--- src/rtl/alu_stream_ctrl_if.sv ---
// alu_stream_ctrl_if: inbound byte stream and outbound result stream of the ALU front-end
interface alu_stream_ctrl_if #(parameter int N = 8);
    logic [N-1:0] s_data;
    logic         s_valid;
    logic         s_ready;
    logic [N-1:0] m_data;
    logic         m_z;
    logic         m_valid;
    logic         m_ready;
    modport master (output s_data, s_valid, m_ready, input s_ready, m_data, m_z, m_valid);
    modport slave  (input s_data, s_valid, m_ready, output s_ready, m_data, m_z, m_valid);
endinterface

--- src/rtl/alu_stream_ctrl.sv ---
// alu_stream_ctrl: collects A/B/sel byte triples, drives alu_ip, returns C/Z on a valid/ready stream
module alu_stream_ctrl #(
    parameter int N       = 8,
    parameter int ALU_LAT = 1,
    parameter int CNT_W   = 16
) (
    input  logic               clk,
    input  logic               rst,
    alu_stream_ctrl_if.slave   bus,
    output logic [N-1:0]       alu_A,
    output logic [N-1:0]       alu_B,
    output logic [2:0]         alu_sel,
    input  logic [N-1:0]       alu_C,
    input  logic               alu_Z,
    output logic [CNT_W-1:0]   op_count,
    output logic               sel_err
);
    typedef enum logic [2:0] {GET_A, GET_B, GET_SEL, EXEC, SEND} state_t;
    state_t     state, state_n;
    logic [2:0] cnt;
    logic       s_xfer, m_xfer;
    assign s_xfer = bus.s_valid & bus.s_ready;
    assign m_xfer = bus.m_valid & bus.m_ready;
    always_comb begin
        state_n = state;
        case (state)
            GET_A:   state_n = s_xfer ? GET_B : GET_A;
            GET_B:   state_n = s_xfer ? GET_SEL : GET_B;
            GET_SEL: state_n = s_xfer ? EXEC : GET_SEL;
            EXEC:    state_n = (cnt == '0) ? SEND : EXEC;
            SEND:    state_n = m_xfer ? GET_A : SEND;
            default: state_n = GET_A;
        endcase
    end
    // s_ready is a registered decode of the next state, so m_ready never reaches it combinationally
    always_ff @(posedge clk) begin
        if (rst) begin
            state       <= GET_A;
            cnt         <= '0;
            alu_A       <= '0;
            alu_B       <= '0;
            alu_sel     <= '0;
            bus.s_ready <= 1'b0;
            bus.m_data  <= '0;
            bus.m_z     <= 1'b0;
            bus.m_valid <= 1'b0;
            op_count    <= '0;
            sel_err     <= 1'b0;
        end else begin
            state       <= state_n;
            bus.s_ready <= (state_n == GET_A) || (state_n == GET_B) || (state_n == GET_SEL);
            if (s_xfer && state == GET_A) alu_A <= bus.s_data;
            if (s_xfer && state == GET_B) alu_B <= bus.s_data;
            if (s_xfer && state == GET_SEL) begin
                alu_sel <= bus.s_data[2:0];
                cnt     <= 3'(ALU_LAT);
                if (|bus.s_data[N-1:3]) sel_err <= 1'b1;
            end
            if (state == EXEC) begin
                if (cnt == '0) begin
                    bus.m_data  <= alu_C;
                    bus.m_z     <= alu_Z;
                    bus.m_valid <= 1'b1;
                end else begin
                    cnt <= cnt - 3'd1;
                end
            end
            if (state == SEND && m_xfer) begin
                bus.m_valid <= 1'b0;
                op_count    <= op_count + 1'b1;
            end
        end
    end
endmodule

--- src/flat_wrapper.sv ---
// flat-port wrapper written by rule: the top's interface ports become plain ports
module alu_stream_ctrl_flat 
#(
    parameter int N       = 8,
    parameter int ALU_LAT = 1,
    parameter int CNT_W   = 16
)
  (clk, rst, alu_A, alu_B, alu_sel, alu_C, alu_Z, op_count, sel_err, bus_s_data, bus_s_valid, bus_m_ready, bus_s_ready, bus_m_data, bus_m_z, bus_m_valid);
  alu_stream_ctrl_if #(.N(N)) bus_i ();
  input  logic clk;
  input  logic rst;
  output logic [N-1:0] alu_A;
  output logic [N-1:0] alu_B;
  output logic [2:0] alu_sel;
  input  logic [N-1:0] alu_C;
  input  logic alu_Z;
  output logic [CNT_W-1:0] op_count;
  output logic sel_err;
  input wire logic [$bits(bus_i.s_data)-1:0] bus_s_data;
  input wire logic [$bits(bus_i.s_valid)-1:0] bus_s_valid;
  input wire logic [$bits(bus_i.m_ready)-1:0] bus_m_ready;
  output wire logic [$bits(bus_i.s_ready)-1:0] bus_s_ready;
  output wire logic [$bits(bus_i.m_data)-1:0] bus_m_data;
  output wire logic [$bits(bus_i.m_z)-1:0] bus_m_z;
  output wire logic [$bits(bus_i.m_valid)-1:0] bus_m_valid;
  assign bus_i.s_data = bus_s_data;
  assign bus_i.s_valid = bus_s_valid;
  assign bus_i.m_ready = bus_m_ready;
  assign bus_s_ready = bus_i.s_ready;
  assign bus_m_data = bus_i.m_data;
  assign bus_m_z = bus_i.m_z;
  assign bus_m_valid = bus_i.m_valid;
  alu_stream_ctrl #(.N(N), .ALU_LAT(ALU_LAT), .CNT_W(CNT_W)) u_core (.clk(clk), .rst(rst), .bus(bus_i), .alu_A(alu_A), .alu_B(alu_B), .alu_sel(alu_sel), .alu_C(alu_C), .alu_Z(alu_Z), .op_count(op_count), .sel_err(sel_err));
endmodule
--- config.mk ---
export PLATFORM = sky130hd
export DESIGN_NAME = alu_stream_ctrl_flat
export DESIGN_NICKNAME = d
export VERILOG_FILES = /design/src/rtl/alu_stream_ctrl_if.sv /design/src/rtl/alu_stream_ctrl.sv /design/src/flat_wrapper.sv
export SDC_FILE = /design/constraint.sdc
export NUM_CORES = 1
export LEC_CHECK = 0
export BUFFER_PORTS_ARGS = -buffer_cell sky130_fd_sc_hd__buf_2
export CORE_ASPECT_RATIO = 0.7
export CORE_UTILIZATION = 37
export CTS_BUF_LIST = sky130_fd_sc_hd__clkbuf_4 sky130_fd_sc_hd__clkbuf_8 sky130_fd_sc_hd__clkbuf_16
export CTS_CLUSTER_DIAMETER = 150
export DETAILED_ROUTE_END_ITERATION = 16
export PLACE_DENSITY = 0.65
export REMOVE_ABC_BUFFERS = 1
export SLEW_MARGIN = 10
export SYNTH_ARGS = -nofsm -noshare
export SYNTH_HDL_FRONTEND = slang
export SYNTH_SLANG_ARGS = --single-unit
export TNS_END_PERCENT = 100
--- constraint.sdc ---
create_clock -name clk -period 2.1 [get_ports clk]
set_input_delay 0.105 -clock clk [delete_from_list [all_inputs] [get_ports clk]]
set_output_delay 0.105 -clock clk [all_outputs]
set_load 0.05 [all_outputs]
==> flow_metrics.env <==
export IMPL_dp_hpwl_um=3210
export IMPL_port_buffers=67
export IMPL_routed_wl_um=4470
export IMPL_start_util_pct=38.4
export IMPL_grt_pass1_wl_um=7440
export IMPL_die_h_um=66.3
export IMPL_synthFlopType="dfxtp_1"
export IMPL_crit_start="u_core.state[1]"
export IMPL_synthTopCellsByArea="dfxtp_1 49%, mux2i_1 13%, nor2_1 7.0%, xor2_1 2.8%, a21oi_1 2.7%"
export IMPL_die_w_um=93.9
export IMPL_grt_pass1_vias=1621
export IMPL_synth_seq_cells=53
export IMPL_gp_congestion=0.743
export IMPL_endpoint_kind="flop"
export IMPL_drt_iter0_drc=54
export IMPL_via_per_inst=4.80
export IMPL_hold_depth=3
export IMPL_n_antenna_cell=0
export IMPL_rsz0062_at_grt="false"
export IMPL_period_minus_slack_ps=1710
export IMPL_syn_to_final_growth_pct=24.4
export IMPL_status="completed"
export IMPL_period_share_pct=81.2
export IMPL_wire_per_inst_um=12.1
export IMPL_drcViolationCount=0
export IMPL_synth_async_reset_ratio_pct=0
export IMPL_maxCapViolCount=0
export IMPL_yosysMostFrequentCell="dfxtp_1"
export IMPL_yosys_warnings=0
export IMPL_critPathKind="reg2reg"
export IMPL_dpl_cell_area_um2=2600
export IMPL_gr_total_overflow=0
export IMPL_grt_use_met3_pct=4.71
export IMPL_antenna_found_initial=0
export IMPL_synth_edf_count=0
export IMPL_dp_cells=362
export IMPL_skew_ps=10.0
export IMPL_cts_buffers=5
export IMPL_clock_tree_root_cell="clkbuf_8"
export IMPL_yosys_area_top_type="dfxtp_1"
export IMPL_met2_usage_pct=23.2
export IMPL_postSynthCellCount=230
export IMPL_post_cts_resized=0
export IMPL_crit_fanout=9
export IMPL_r2r_end="u_core.op_count[15]"
export IMPL_cts_sinks=53
export IMPL_ctsHoldBuffers=0
export IMPL_cts_tree="built"
export IMPL_clk_pin_slew_worst_paths_ps=90
export IMPL_hp_start="alu_C[2]"
export IMPL_synth_avg_cell_area_um2=9.51
export IMPL_r2r_start="u_core.state[1]"
export IMPL_rows=23
export IMPL_coreArea_um2=5700
export IMPL_p_per_area_nw_per_um2=696
export IMPL_reg2reg_depth=4
export IMPL_min_path_type="in2reg"
export IMPL_finalMaxSlewViolations=0
export IMPL_cp_start_kind="flop"
export IMPL_ir_drop_mv=0.262
export IMPL_synth_commonest_cells="53 x dfxtp_1, 41 x nor2_1, 28 x mux2i_1"
export IMPL_drtAntennaViolNets=0
export IMPL_pin_count=68
export IMPL_maxSlewHeadroom_pct=66.6
export IMPL_vias=1777
export IMPL_die_area_um2=6230
export IMPL_grt_max_degree=31
export IMPL_dr_pass1_iters=4
export IMPL_r2r_slack_ps=390
export IMPL_cp_arrival_ps=1950
export IMPL_worstMarginPinSlew_ps=501
export IMPL_htreeDepth=2
export IMPL_p_leak_nw=1.27
export IMPL_holdWs_ps=40.8
export IMPL_fmax_ghz=0.586
export IMPL_hold_viol=0
export IMPL_worstSkewPairLatency_ps=300
export IMPL_finalSetupViolations=0
export IMPL_fin_cells=370
export IMPL_clk_path_buf_depth=2
export IMPL_ys_seq_area_share_pct=48.5
export IMPL_drive_above_1_share_pct=28.5
export IMPL_fin_nets=318
export IMPL_synth_cell_types=38
export IMPL_worstHoldEndpoint="u_core.bus.m_data[2]"
export IMPL_grt_busiest_layer="met2"
export IMPL_groute_usage_overall_pct=15.4
export IMPL_synthesis_area_um2=2190
export IMPL_grt_use_met1_pct=21.0
export IMPL_design_area_um2=2720
export IMPL_cp_data_required_time_ps=2340
export IMPL_post_cts_buffers=0
export IMPL_synth_top_area_share_pct=48.5
## stage by stage
stage / setup TNS, ps / power (W) / setup WS [ps] / util (%)
2_1_floorplan: -3870 / 0.00114 / -484 / -
4_1_cts: 0 / 0.00193 / 395 / 47.7
6_report: 0 / 0.00189 / 394 / 47.7
5_1_grt: 0 / 0.00199 / 268 / 47.7
3_5_place_dp: 0 / 0.00121 / 406 / 45.6
3_3_place_gp: 0 / 0.00121 / 442 / 45.6
## power by group
part	switching, W	internal (W)
Clock	0.000308	0.000402
Combinational	0.000102	0.0000514
Sequential	0.0000114	0.00102
## cell type report
| cell class | count | area [um^2] |
|---|---|---|
| inverter | 2 | 7.51 |
| sequential | 53 | 1060 |
| fill | 556 | 2980 |
| multi-input combinational | 161 | 1060 |
| clock buffer | 7 | 90.1 |
| clock inverter | 1 | 30.0 |
| timing repair buffer | 71 | 378 |
| tap | 75 | 93.8 |
## worst max path at each step
| stage | end | slack (ps) | cells after the start |
|---|---|---|---|
| CTS | u_core.op_count[15] | 400 | 4 |
| finish | u_core.op_count[15] | 390 | 4 |
| global route | u_core.op_count[14] | 270 | 4 |
| detailed placement | u_core.cnt[1] | 410 | 4 |
| global placement | u_core.op_count[15] | 440 | 4 |
| floorplan | u_core.alu_B[0] | -480 | 4 |
## state kept, by name, indices dropped and copies added, names as in the netlist
name and flops:
u_core.bus.m_data 8, u_core.bus.m_valid 1, u_core.alu_sel 3, u_core.cnt 3, u_core.op_count 16, u_core.bus.s_ready 1
u_core.bus.m_z 1, u_core.sel_err 1, u_core.alu_B 8, u_core.alu_A 8, u_core.state 3
## metal layers
layer	up-vias	part of all wire, %
met4	0	0.80
li1	933	-
met5	-	0
met2	46	41
met3	5	6.4
met1	793	52
## worst max-delay path, stage by stage (launching register included)
cell,delay (ps)
dfxtp_1,390
and4bb_2,490
nand4_2,240
or3_1,390
a21oi_1,130
## placed cells by master (no fill, tap or decap), drive strengths merged, types with 2 or more instances in the layout
cell / synthesis / final
a211oi: 3 / 3
a21o: 2 / 2
a21oi: 12 / 12
and2: 3 / 3
and3: 4 / 4
and4: 2 / 2
buf: 7 / 71
clkbuf: 7 / 7
dfxtp: 53 / 53
ha: 3 / 3
inv: 2 / 2
mux2i: 28 / 28
nand2: 9 / 9
nand2b: 3 / 3
nand3: 6 / 6
nand4: 7 / 7
nor2: 41 / 41
nor3: 2 / 2
o21ai: 8 / 8
o21ba: 2 / 2
or3: 7 / 7
or4: 2 / 2
xor2: 7 / 7
## kinds of logic (layout without fill, tap and decap cells)
| kind of cell | after synthesis | count (layout) | synth area share, % |
|---|---|---|---|
| mux | 28 | 28 | 12.8 |
| xor+xnor | 7 | 7 | 2.80 |
| compound gates | 30 | 30 | 8.24 |
| fa+ha+maj | 3 | 3 | 1.72 |
| flops | 53 | 53 | 48.5 |
| buf+inv | 16 | 81 | 3.32 |
| simple gates | 93 | 93 | 22.6 |
Note: power is estimated with default switching activity, not from simulation.
